**config.mk**
```make
export PLATFORM = sky130hd
export DESIGN_NAME = pc_sequencer
export DESIGN_NICKNAME = d
export VERILOG_FILES = /design/src/rtl/pc_sequencer.sv
export SDC_FILE = /design/constraint.sdc
export NUM_CORES = 1
export LEC_CHECK = 0
export ABC_AREA = 1
export CORE_ASPECT_RATIO = 1.4
export CORE_MARGIN = 3
export CORE_UTILIZATION = 46
export CTS_BUF_LIST = sky130_fd_sc_hd__clkbuf_4 sky130_fd_sc_hd__clkbuf_8
export CTS_CLUSTER_DIAMETER = 40
export DETAILED_ROUTE_END_ITERATION = 12
export MAX_ROUTING_LAYER = met4
export PLACE_DENSITY = 0.86
export REMOVE_ABC_BUFFERS = 1
export SLEW_MARGIN = 20
export SYNTH_ARGS = -nofsm -noshare
export SYNTH_HDL_FRONTEND = slang
export SYNTH_SLANG_ARGS = --single-unit
export TNS_END_PERCENT = 10
```
**constraint.sdc**
```tcl
create_clock -name clk -period 3.95 [get_ports clk]
set_clock_uncertainty 0.05 [all_clocks]
set_input_delay 0.79 -clock clk [delete_from_list [all_inputs] [get_ports clk]]
set_output_delay 0.79 -clock clk [all_outputs]
set_load 0.01 [all_outputs]
```
**src/rtl/pc_sequencer.sv**
```systemverilog
// Fetch-stage program counter with a run-control FSM (IDLE/RUN/STEP/HALTED) and a fixed-priority next-PC select.
// Optional fetch counter on o_icount is built when PC_ICOUNT_EN is defined.
module pc_sequencer #(
    parameter int              PC_W         = 32,
    parameter int              PC_STEP      = 4,
    parameter logic [PC_W-1:0] RESET_VECTOR = '0,
    parameter logic [PC_W-1:0] EXC_VECTOR   = PC_W'(32'h80),
    parameter int              CNT_W        = 32
) (
    input  logic             clk,
    input  logic             rst,
    input  logic             i_en,
    input  logic             i_mode,
    input  logic             i_step,
    input  logic             i_stall,
    input  logic             i_jump_en,
    input  logic [PC_W-1:0]  i_jump_trgt,
    input  logic             i_branch_en,
    input  logic [PC_W-1:0]  i_branch_trgt,
    input  logic             i_exc,
    input  logic             i_halt,
    output logic [PC_W-1:0]  o_pc,
    output logic [PC_W-1:0]  o_pc_next,
    output logic             o_fetch_valid,
    output logic             o_running,
    output logic             o_halted,
    output logic [PC_W-1:0]  o_epc,
    output logic [CNT_W-1:0] o_icount
);

    typedef enum logic [1:0] {IDLE, RUN, STEP, HALTED} state_t;

    localparam logic [PC_W-1:0] STEP_INC   = PC_W'(PC_STEP);
    localparam logic [PC_W-1:0] ALIGN_MASK = ~(PC_W'(PC_STEP - 1));

    function automatic logic [PC_W-1:0] align_trgt(input logic [PC_W-1:0] trgt);
        return trgt & ALIGN_MASK;
    endfunction

    state_t          state;
    state_t          state_nxt;
    logic            active;
    logic            halt_acc;
    logic            pc_wr;
    logic            epc_wr;
    logic [PC_W-1:0] pc_nxt;

    assign active    = (state == RUN) || (state == STEP);
    // A halt only sticks when nothing with higher priority claims the cycle.
    assign halt_acc  = active && i_halt && !i_exc && !i_branch_en && !i_jump_en && !i_stall;
    assign o_pc_next = o_pc + STEP_INC;

    always_ff @(posedge clk) begin
        if (rst) state <= IDLE;
        else     state <= state_nxt;
    end

    always_comb begin
        state_nxt = state;
        case (state)
            IDLE:    if (i_en) state_nxt = i_mode ? STEP : RUN;
            RUN:     if (halt_acc) state_nxt = HALTED;
                     else if (!i_en) state_nxt = IDLE;
                     else if (i_mode) state_nxt = STEP;
            STEP:    if (halt_acc) state_nxt = HALTED;
                     else if (!i_en) state_nxt = IDLE;
                     else if (!i_mode) state_nxt = RUN;
            default: state_nxt = HALTED;
        endcase
    end

    always_comb begin
        o_running = active;
        o_halted  = (state == HALTED);
    end

    always_comb begin
        pc_nxt = o_pc;
        pc_wr  = 1'b0;
        epc_wr = 1'b0;
        if (active) begin
            if (i_exc) begin
                pc_nxt = EXC_VECTOR;
                pc_wr  = 1'b1;
                epc_wr = 1'b1;
            end else if (i_branch_en) begin
                pc_nxt = align_trgt(i_branch_trgt);
                pc_wr  = 1'b1;
            end else if (i_jump_en) begin
                pc_nxt = align_trgt(i_jump_trgt);
                pc_wr  = 1'b1;
            end else if (!i_stall && !i_halt && (state == RUN || i_step)) begin
                pc_nxt = o_pc + STEP_INC;
                pc_wr  = 1'b1;
            end
        end
    end

    always_ff @(posedge clk) begin
        if (rst) begin
            o_pc          <= RESET_VECTOR;
            o_epc         <= '0;
            o_fetch_valid <= 1'b0;
        end else begin
            if (pc_wr)  o_pc  <= pc_nxt;
            if (epc_wr) o_epc <= o_pc;
            o_fetch_valid <= pc_wr;
        end
    end

`ifdef PC_ICOUNT_EN
    function automatic logic [CNT_W-1:0] sat_inc(input logic [CNT_W-1:0] cnt);
        return (&cnt) ? cnt : cnt + CNT_W'(1);
    endfunction

    logic [CNT_W-1:0] icount;

    always_ff @(posedge clk) begin
        if (rst)        icount <= '0;
        else if (pc_wr) icount <= sat_inc(icount);
    end

    assign o_icount = icount;
`else
    assign o_icount = '0;
`endif

endmodule
```
==> results of run 1 <==
Yosys cell counts, types with 2 or more instances:
library cell and count:
a21o_1 7, nor2_1 99, a21oi_1 50, buf_2 3, dfxtp_1 63, nand2_1 188, nand2_2 3, xor2_1 5
xnor2_1 5, ha_1 5, nand2_4 3, a21oi_2 3, xor2_2 5, buf_4 39, o21ai_0 55, clkbuf_8 3
nand3b_1 2, nand3_1 26, buf_6 2, nor2_2 3, clkbuf_1 19, nor2_4 6, inv_1 40, o211ai_1 5
or2_2 2, a31oi_1 2
kinds of logic (layout without fill, tap and decap cells):
family,Yosys count,count (layout),synth area share
other,1,38,0.0008904
buffers and inverters,110,227,0.1468
DFF,63,63,0.2995
AOI/OAI and AO/OA,126,126,0.1616
and+or+nand+nor,336,336,0.3363
xor gates and xnor gates,15,15,0.04011
adders and majority gates,5,5,0.01485
path summary, 6_finish.rpt:
check | slack (ps) | cells after the start | to
worst max register to register | 1170 | 7 | o_epc[30]$_SDFFE_PP0P_
worst min-delay path | 430 | 2 | o_epc[7]$_SDFFE_PP0P_
worst min register to register | 430 | 2 | o_epc[7]$_SDFFE_PP0P_
worst max-delay path | 740 | 7 | o_pc_next[30]
layout make-up:
class	instances	area, sq um	share of cell area
Multi-Input combinational cell	520	2471	0.4201
Timing Repair Buffer	171	1684	0.2863
Sequential cell	63	1261	0.2144
Clock buffer	13	166.4	0.02829
Inverter	42	162.7	0.02765
Tap cell	105	131.4	0.02234
Clock inverter	1	5.005	0.0008509
report_power, final:
part	total [mW]	switching [mW]	internal [mW]
combinational	0.978	0.511	0.467
sequential	0.859	0.109	0.750
clock	0.512	0.243	0.268
total	2.35	0.863	1.49
registers in the layout, indices dropped and copies added (netlist names):
signal         cells
o_epc             30
o_pc              30
state              2
o_fetch_valid      1
metal layers:
metal	wire [um]	vias up	track usage	share of wire
met5	0	-	-	0
met4	657	0	0.1550	0.047
met3	1053	54	0.04706	0.075
met2	7183	257	0.4772	0.51
met1	5225	2180	0.3004	0.37
li1	-	2298	-	-
worst register-to-register path, delay by kind of cell, from the launching register on:
family | cells | cell delay (ps)
AO/OA/AOI/OAI | 2 | 300
adder cells (fa/ha/maj) | 1 | 370
buffers and inverters | 3 | 1160
flip-flops | 1 | 390
AND/OR/NAND/NOR | 1 | 430
==> metrics, run 1 <==
status finished clean; Die H about 120 um; Clock Sinks 63; Worst-path clk slew 60 ps; Worst Path Required between 3000 and 4000 ps; final wirelength roughly 14000 um; post-route ant nets 0; Via density 5.234; CP most frequent cell nand2_1; Final Hold Violating Endpoints 0; clock latency on the worst-skew pair 350 ps; CTS Buf Count 9; fin crit share 0.8136; most common cell after layout, fill and taps aside nand2_1; first-pass GRT wire length 22280 um; PwrDens 399.4 nW/um^2; H-tree depth 3; die area a little over 10000 sq um; actual slew at the worst max-slew pin slightly below 1000 ps; hold path startpoint o_epc[7]$_SDFFE_PP0P_; # diodes 0; top cell type's share of synthesized area 0.2995; GR Util All Layers 0.2797; critical path startpoint o_pc[19]$_SDFFE_PP0P_; crit path cell chain nand2_1, nor2_1, nand2_1, nor2_1, nand3_1, nand2_1, clkdlybuf4s50_1; number of antenna violations at the first check in global routing 0; # rows 40; Final Cell Area 5882 sq um; Tmin final 3214 ps; Setup crit start kind flip-flop; pin count of the biggest net entering global routing 45; syn_area_per_cell roughly 6.4 sq um; commonest non-fill, non-tap cells in the layout 188 x nand2_1, 161 x clkdlybuf4s50_1, 99 x nor2_1; Initial Util 0.4809; nets about 890; synthesis-to-layout area growth 39.66%; Async SR Flop Fraction 0; Place WS 854.4 ps; Post-CTS Resized 0; RSZ-0062 raised after global routing no; Arr. time, crit path about 2400 ps; final worst slack between 700 and 800 ps; vias in the first global route between 4000 and 5000; yosys warns 0; CTS root buf clkbuf_8; Yosys cell types 39; fin cells just over 900; ratio of cells with drive above 1 in the final layout 0.06543; Hold WS roughly 430 ps; slowest CP cell dfxtp_1; area post-placement 5710 sq um; Bufs and invs on worst path 1; Std-Cell Core Area 8758 sq um; TNS Setup 0 ps; critical setup path kind flip-flop to output port; synth top area cells dfxtp_1 30%, nand2_1 17%, nor2_1 8.8%, buf_4 7.0%, o21ai_0 6.5%; Post-synth top flop dfxtp_1; RD Place Congestion 0.9062; Max Freq between 0.3 and 0.4 GHz; CP top delay family simple AND/OR/NAND/NOR gates; normalized max-slew margin 0.3505; Syn Std Cell Area around 4200 sq um; number of max-cap violations 0; PnR Total Power around 2.3 mW; DP Cell Count around 900; post-synthesis sequential area ratio 0.2995; Syn Inst Count between 600 and 700; fill count 765; EDFF count, synth 0; initial drt markers between 300 and 400; DR pass1 iterations 5; Clock Path Buffers 2; CTS tree yes; cts hold-fix bufs 0; crit-path max cell delay between 500 and 600 ps; postcts setup bufs 0; GRT overflow 0; Port Buffers ~160; Final setup viols 0; Max Transition Viols Final 0; reg2reg start state[0]$_SDFFE_PP0P_; Pleak around 2.4 nW; drc violations 0; Hold WC Path Type flip-flop to flip-flop; WL per Instance between 15 and 20 um; Die Width 86.87 um; Final Util 0.6716; Synth Register Bits 63; Peak VDD IR 276.2 uV; Critical Path Sink Type output port; Synth area leader dfxtp_1; hpwl dp between 10000 and 15000 um; routed via count 4789; # IOs 205; crit path max fanout 9
Power figures use the tool's default switching activity.
==> inputs of run 2 (changes only) <==
--- a/config.mk
+++ b/config.mk
@@ -8,12 +8,12 @@
 export ABC_AREA = 1
 export CORE_ASPECT_RATIO = 1.4
 export CORE_MARGIN = 3
-export CORE_UTILIZATION = 46
+export CORE_UTILIZATION = 42
 export CTS_BUF_LIST = sky130_fd_sc_hd__clkbuf_4 sky130_fd_sc_hd__clkbuf_8
 export CTS_CLUSTER_DIAMETER = 40
 export DETAILED_ROUTE_END_ITERATION = 12
 export MAX_ROUTING_LAYER = met4
-export PLACE_DENSITY = 0.86
+export PLACE_DENSITY = 0.8
 export REMOVE_ABC_BUFFERS = 1
 export SLEW_MARGIN = 20
 export SYNTH_ARGS = -nofsm -noshare
==> constraint.sdc (replaced) <==
create_clock -name clk -period 3.2 [get_ports clk]
set_clock_uncertainty 0.05 [all_clocks]
set_input_delay 0.64 -clock clk [delete_from_list [all_inputs] [get_ports clk]]
set_output_delay 0.64 -clock clk [all_outputs]
set_load 0.01 [all_outputs]
==> metrics, run 2 (synthesized netlist as in run 1, its figures left out) <==
Final Util 0.6253; RD Place Congestion slightly below 1; Worst Path Required 2510 ps; Clk pwr share 0.261; routed via count 4722; vias in the first global route 4447; RSZ-0062 raised after global routing no; cts hold-fix bufs 0; ratio of cells with drive above 1 in the final layout 0.07239; normalized max-slew margin 0.3911; power share of the sequential group 0.344; PwrDens 513.1 nW/um^2; Sw Pwr about 1.1 mW; crit-path max cell delay around 580 ps; Peak VDD IR between 200 and 300 uV; actual slew at the worst max-slew pin just over 900 ps; slowest CP cell clkdlybuf4s50_1; WL per Instance 14.76 um; Max Transition Viols Final 0; fin cells between 900 and 1000; pin count of the biggest net entering global routing 45; Std-Cell Core Area between 9000 and 10000 sq um; commonest non-fill, non-tap cells in the layout 188 x nand2_1, 160 x clkdlybuf4s50_1, 99 x nor2_1; TNS Setup 0 ps; GRT overflow 0; final wirelength about 14000 um; Switching Share 0.3473; postcts setup bufs 0; Port Buffers 162; # IOs a little over 200; Clock Sinks 63; fin crit share 0.9566; critical setup path kind flip-flop to output port; internal power between 2 and 2.5 mW; FF-to-FF setup slack 950 ps; Die Width around 90 um; status finished clean; FF/Latch Area roughly 1300 sq um; Final Cell Area between 6000 and 7000 sq um; CTS root buf clkbuf_8; Final setup viols 0; first-pass GRT wire length about 22000 um; Tmin final a little over 3000 ps; DR pass1 iterations 5; Post-CTS Resized 0; DP Cell Count approximately 930; Worst-path clk slew 70 ps; Setup crit start kind flip-flop; Critical Path Sink Type output port; Clock Path Buffers 2; synthesis-to-layout area growth 42.78%; number of max-cap violations 0; Final Hold Violating Endpoints 0; H-tree depth 3; Initial Util 0.4379; clock latency on the worst-skew pair between 300 and 400 ps; die area roughly 11000 sq um; Place WS about 500 ps; CTS Buf Count 9; fill count between 800 and 900; final worst slack between 100 and 150 ps; hpwl dp around 10000 um; Die H 124.5 um; Hold WC Path Type flip-flop to flip-flop; CP top delay family buffers and inverters; number of antenna violations at the first check in global routing 0; Via density 4.986; Arr. time, crit path 2370 ps; crit path cell chain ha_1, nand3_2, inv_2, nand2_4, nor2_2, xor2_2, clkdlybuf4s50_1; Largest regs o_epc: 30 flops, o_pc: 30 flops, state: 2 flops; Max Freq 0.3267 GHz; area post-placement roughly 5800 sq um; nets around 890; GR Util All Layers 0.2484; Hold WS ~430 ps; Multi-input gate area 2484 sq um; Pleak 2.484 nW; crit path max fanout 5; # rows 42; PnR Total Power 3.085 mW; initial drt markers between 200 and 300; # diodes 0; Combinational Power Share 0.395; drc violations 0; Bufs and invs on worst path 2; CTS tree yes; post-route ant nets 0; most common cell after layout, fill and taps aside nand2_1
run 2: worst min-delay path, cell delays in order, from the launching register on:
cell,delay [ps]
dfxtp_1,330
nor2_1,50
nor2_1,80
run 2: worst paths after layout:
path	cells after the start	to	startpoint
worst min-delay path	2	o_epc[10]$_SDFFE_PP0P_	o_epc[10]$_SDFFE_PP0P_
worst max register to register	11	o_pc[14]$_SDFFE_PP0P_	state[0]$_SDFFE_PP0P_
worst max-delay path	7	o_pc_next[12]	o_pc[3]$_SDFFE_PP0P_
worst min register to register	2	o_epc[10]$_SDFFE_PP0P_	o_epc[10]$_SDFFE_PP0P_
run 2: metal layers:
metal  vias up  GRT usage  wire length (um)
li1       2306          -                 -
met2       218     0.4452              7332
met1      2173     0.2639              5352
met3        25    0.04592               989
met5         -          -                 0
met4         0     0.1073               299
run 2: area by class of cell:
class	count	area share
Inverter	42	0.02705
Sequential cell	63	0.2097
Multi-Input combinational cell	520	0.4130
Clock inverter	3	0.01082
Timing Repair Buffer	174	0.2842
Clock buffer	13	0.02767
Tap cell	132	0.02747
run 2: power by group through the flow:
stage	registers [mW]	logic, mW	clock network, mW
2_1_floorplan	1.11	0.485	0
3_3_place_gp	1.07	1.19	0
3_5_place_dp	1.07	1.21	0
4_1_cts	1.06	1.22	0.816
5_1_grt	1.08	1.32	0.844
6_report	1.06	1.22	0.806
==> inputs of run 3 (changes only) <==
--- a/config.mk
+++ b/config.mk
@@ -14,6 +14,7 @@
 export DETAILED_ROUTE_END_ITERATION = 12
 export MAX_ROUTING_LAYER = met4
 export PLACE_DENSITY = 0.8
+export RECOVER_POWER = 100
 export REMOVE_ABC_BUFFERS = 1
 export SLEW_MARGIN = 20
 export SYNTH_ARGS = -nofsm -noshare
==> metrics, run 3 (synthesized netlist as in run 1, its figures left out) <==
H-tree depth 3; CTS Buf Count 9; crit-path max cell delay between 500 and 600 ps; commonest non-fill, non-tap cells in the layout 189 x nand2_1, 99 x nor2_1, 80 x clkdlybuf4s50_1, 80 x dlygate4sd3_1, 63 x dfxtp_1; GRT overflow 0; final wirelength ~14000 um; status finished clean; GR Util met1 0.2639; Arr. time, crit path 2360 ps; Final Hold Violating Endpoints 0; nets 889; Largest regs o_epc: 30 flops, o_pc: 30 flops, state: 2 flops; RSZ-0062 raised after global routing no; pin count of the biggest net entering global routing 45; Hold WC Path Type flip-flop to flip-flop; number of max-cap violations 0; Critical Path Sink Type output port; clock latency on the worst-skew pair ~340 ps; slowest CP cell clkdlybuf4s50_1; drc violations 0; Die Width between 90 and 100 um; Worst-path clk slew about 70 ps; routed via count 4679; CTS root buf clkbuf_8; Via density 4.941; DR pass1 iterations 5; CP top delay family buffers and inverters; # rows 42; post-route ant nets 0; hpwl dp between 10000 and 15000 um; RD Place Congestion 0.9823; Std-Cell Core Area roughly 9600 sq um; synthesis-to-layout area growth 41.98%; fill count 893; reg2reg start state[0]$_SDFFE_PP0P_; number of antenna violations at the first check in global routing 0; Initial Util 0.4379; Setup crit start kind flip-flop; Port Buffers ~160; WL per Instance roughly 15 um; initial drt markers about 270; met3 GRT Util 0.04592; critical path startpoint o_pc[3]$_SDFFE_PP0P_; met2 usage in global routing 0.4452; crit path max fanout 5; die area between 10000 and 15000 sq um; Clock Path Buffers 2; most common cell after layout, fill and taps aside nand2_1; first-pass GRT wire length approximately 22000 um; Max Freq 0.3276 GHz; normalized max-slew margin 0.3471; Worst Path Required between 2000 and 3000 ps; Final Cell Area between 5000 and 6000 sq um; PnR Total Power between 2 and 3 mW; fin crit share 0.9540; GR Util All Layers 0.2484; Bufs and invs on worst path 2; Final setup viols 0; Tmin final 3053 ps; actual slew at the worst max-slew pin 979.4 ps; area post-placement roughly 5800 sq um; # diodes 0; hold path startpoint o_epc[10]$_SDFFE_PP0P_; crit path cell chain ha_1, nand3_2, inv_2, nand2_4, nor2_2, xor2_2, clkdlybuf4s50_1; # IOs around 210; PwrDens between 500 and 600 nW/um^2; vias in the first global route about 4400; Die H between 100 and 150 um; Pleak ~2.7 nW; Peak VDD IR ~290 uV; Clock Sinks 63; Max Transition Viols Final 0; CTS tree yes; TNS Setup 0 ps; most used routing layer met2; ratio of cells with drive above 1 in the final layout 0.06503; critical setup path kind flip-flop to output port
run 3: per-stage QoR:
| stage | utilization | cells | worst slack, ps | hold WS, ps |
|---|---|---|---|---|
| 6_report | 0.6218 | 947 | 147.4 | 429.1 |
| 5_1_grt | 0.6218 | 947 | 11.82 | 464.4 |
| 4_1_cts | 0.6237 | 947 | 100.8 | 438.4 |
| 3_5_place_dp | 0.5997 | 931 | 505.6 | 422.0 |
| 3_3_place_gp | 0.5997 | 931 | 545.9 | 412.9 |
| 2_1_floorplan | - | 625 | 1114 | 458.3 |
run 3: cell type report:
| cell class | count | area, sq um | share of cell area |
|---|---|---|---|
| Clock buffer | 13 | 166.4 | 0.02783 |
| Clock inverter | 3 | 65.06 | 0.01088 |
| Inverter | 42 | 158.9 | 0.02657 |
| Multi-Input combinational cell | 520 | 2481 | 0.4149 |
| Sequential cell | 63 | 1261 | 0.2109 |
| Tap cell | 132 | 165.2 | 0.02762 |
| Timing Repair Buffer | 174 | 1682 | 0.2812 |
run 3: worst paths after layout:
| check | to | slack [ps] | cells after the start |
|---|---|---|---|
| setup / recovery | o_pc_next[12] | 150 | 7 |
| hold / removal | o_epc[10]$_SDFFE_PP0P_ | 430 | 2 |
| setup reg to reg | o_epc[2]$_SDFFE_PP0P_ | 600 | 7 |
| hold reg to reg | o_epc[10]$_SDFFE_PP0P_ | 430 | 2 |
run 3: timing repair:
item,4_1_cts,5_1_grt
gates resized for setup,0,4
setup buffers,0,0
endpoints found under the hold margin,0,0
setup endpoints to repair,0,4
hold buffers,0,0
run 3: where the power goes:
group | total (mW) | switching, mW | internal [mW]
Clock | 0.805 | 0.307 | 0.498
Sequential | 1.05 | 0.128 | 0.926
Combinational | 1.14 | 0.624 | 0.513
Total | 3.00 | 1.06 | 1.94
run 3: routing by layer:
metal  up-vias  wire [um]
met5         -          0
met1      2138       5297
met3        25        989
met4         0        310
met2       210       7309
li1       2306          -
run 3: worst register-to-register path, cell delays in order, from the launching register on:
cell	delay, ps
dfxtp_1	370
inv_1	80
ha_1	360
nand2_1	400
inv_1	180
clkbuf_1	750
o21ai_0	190
a21oi_1	160
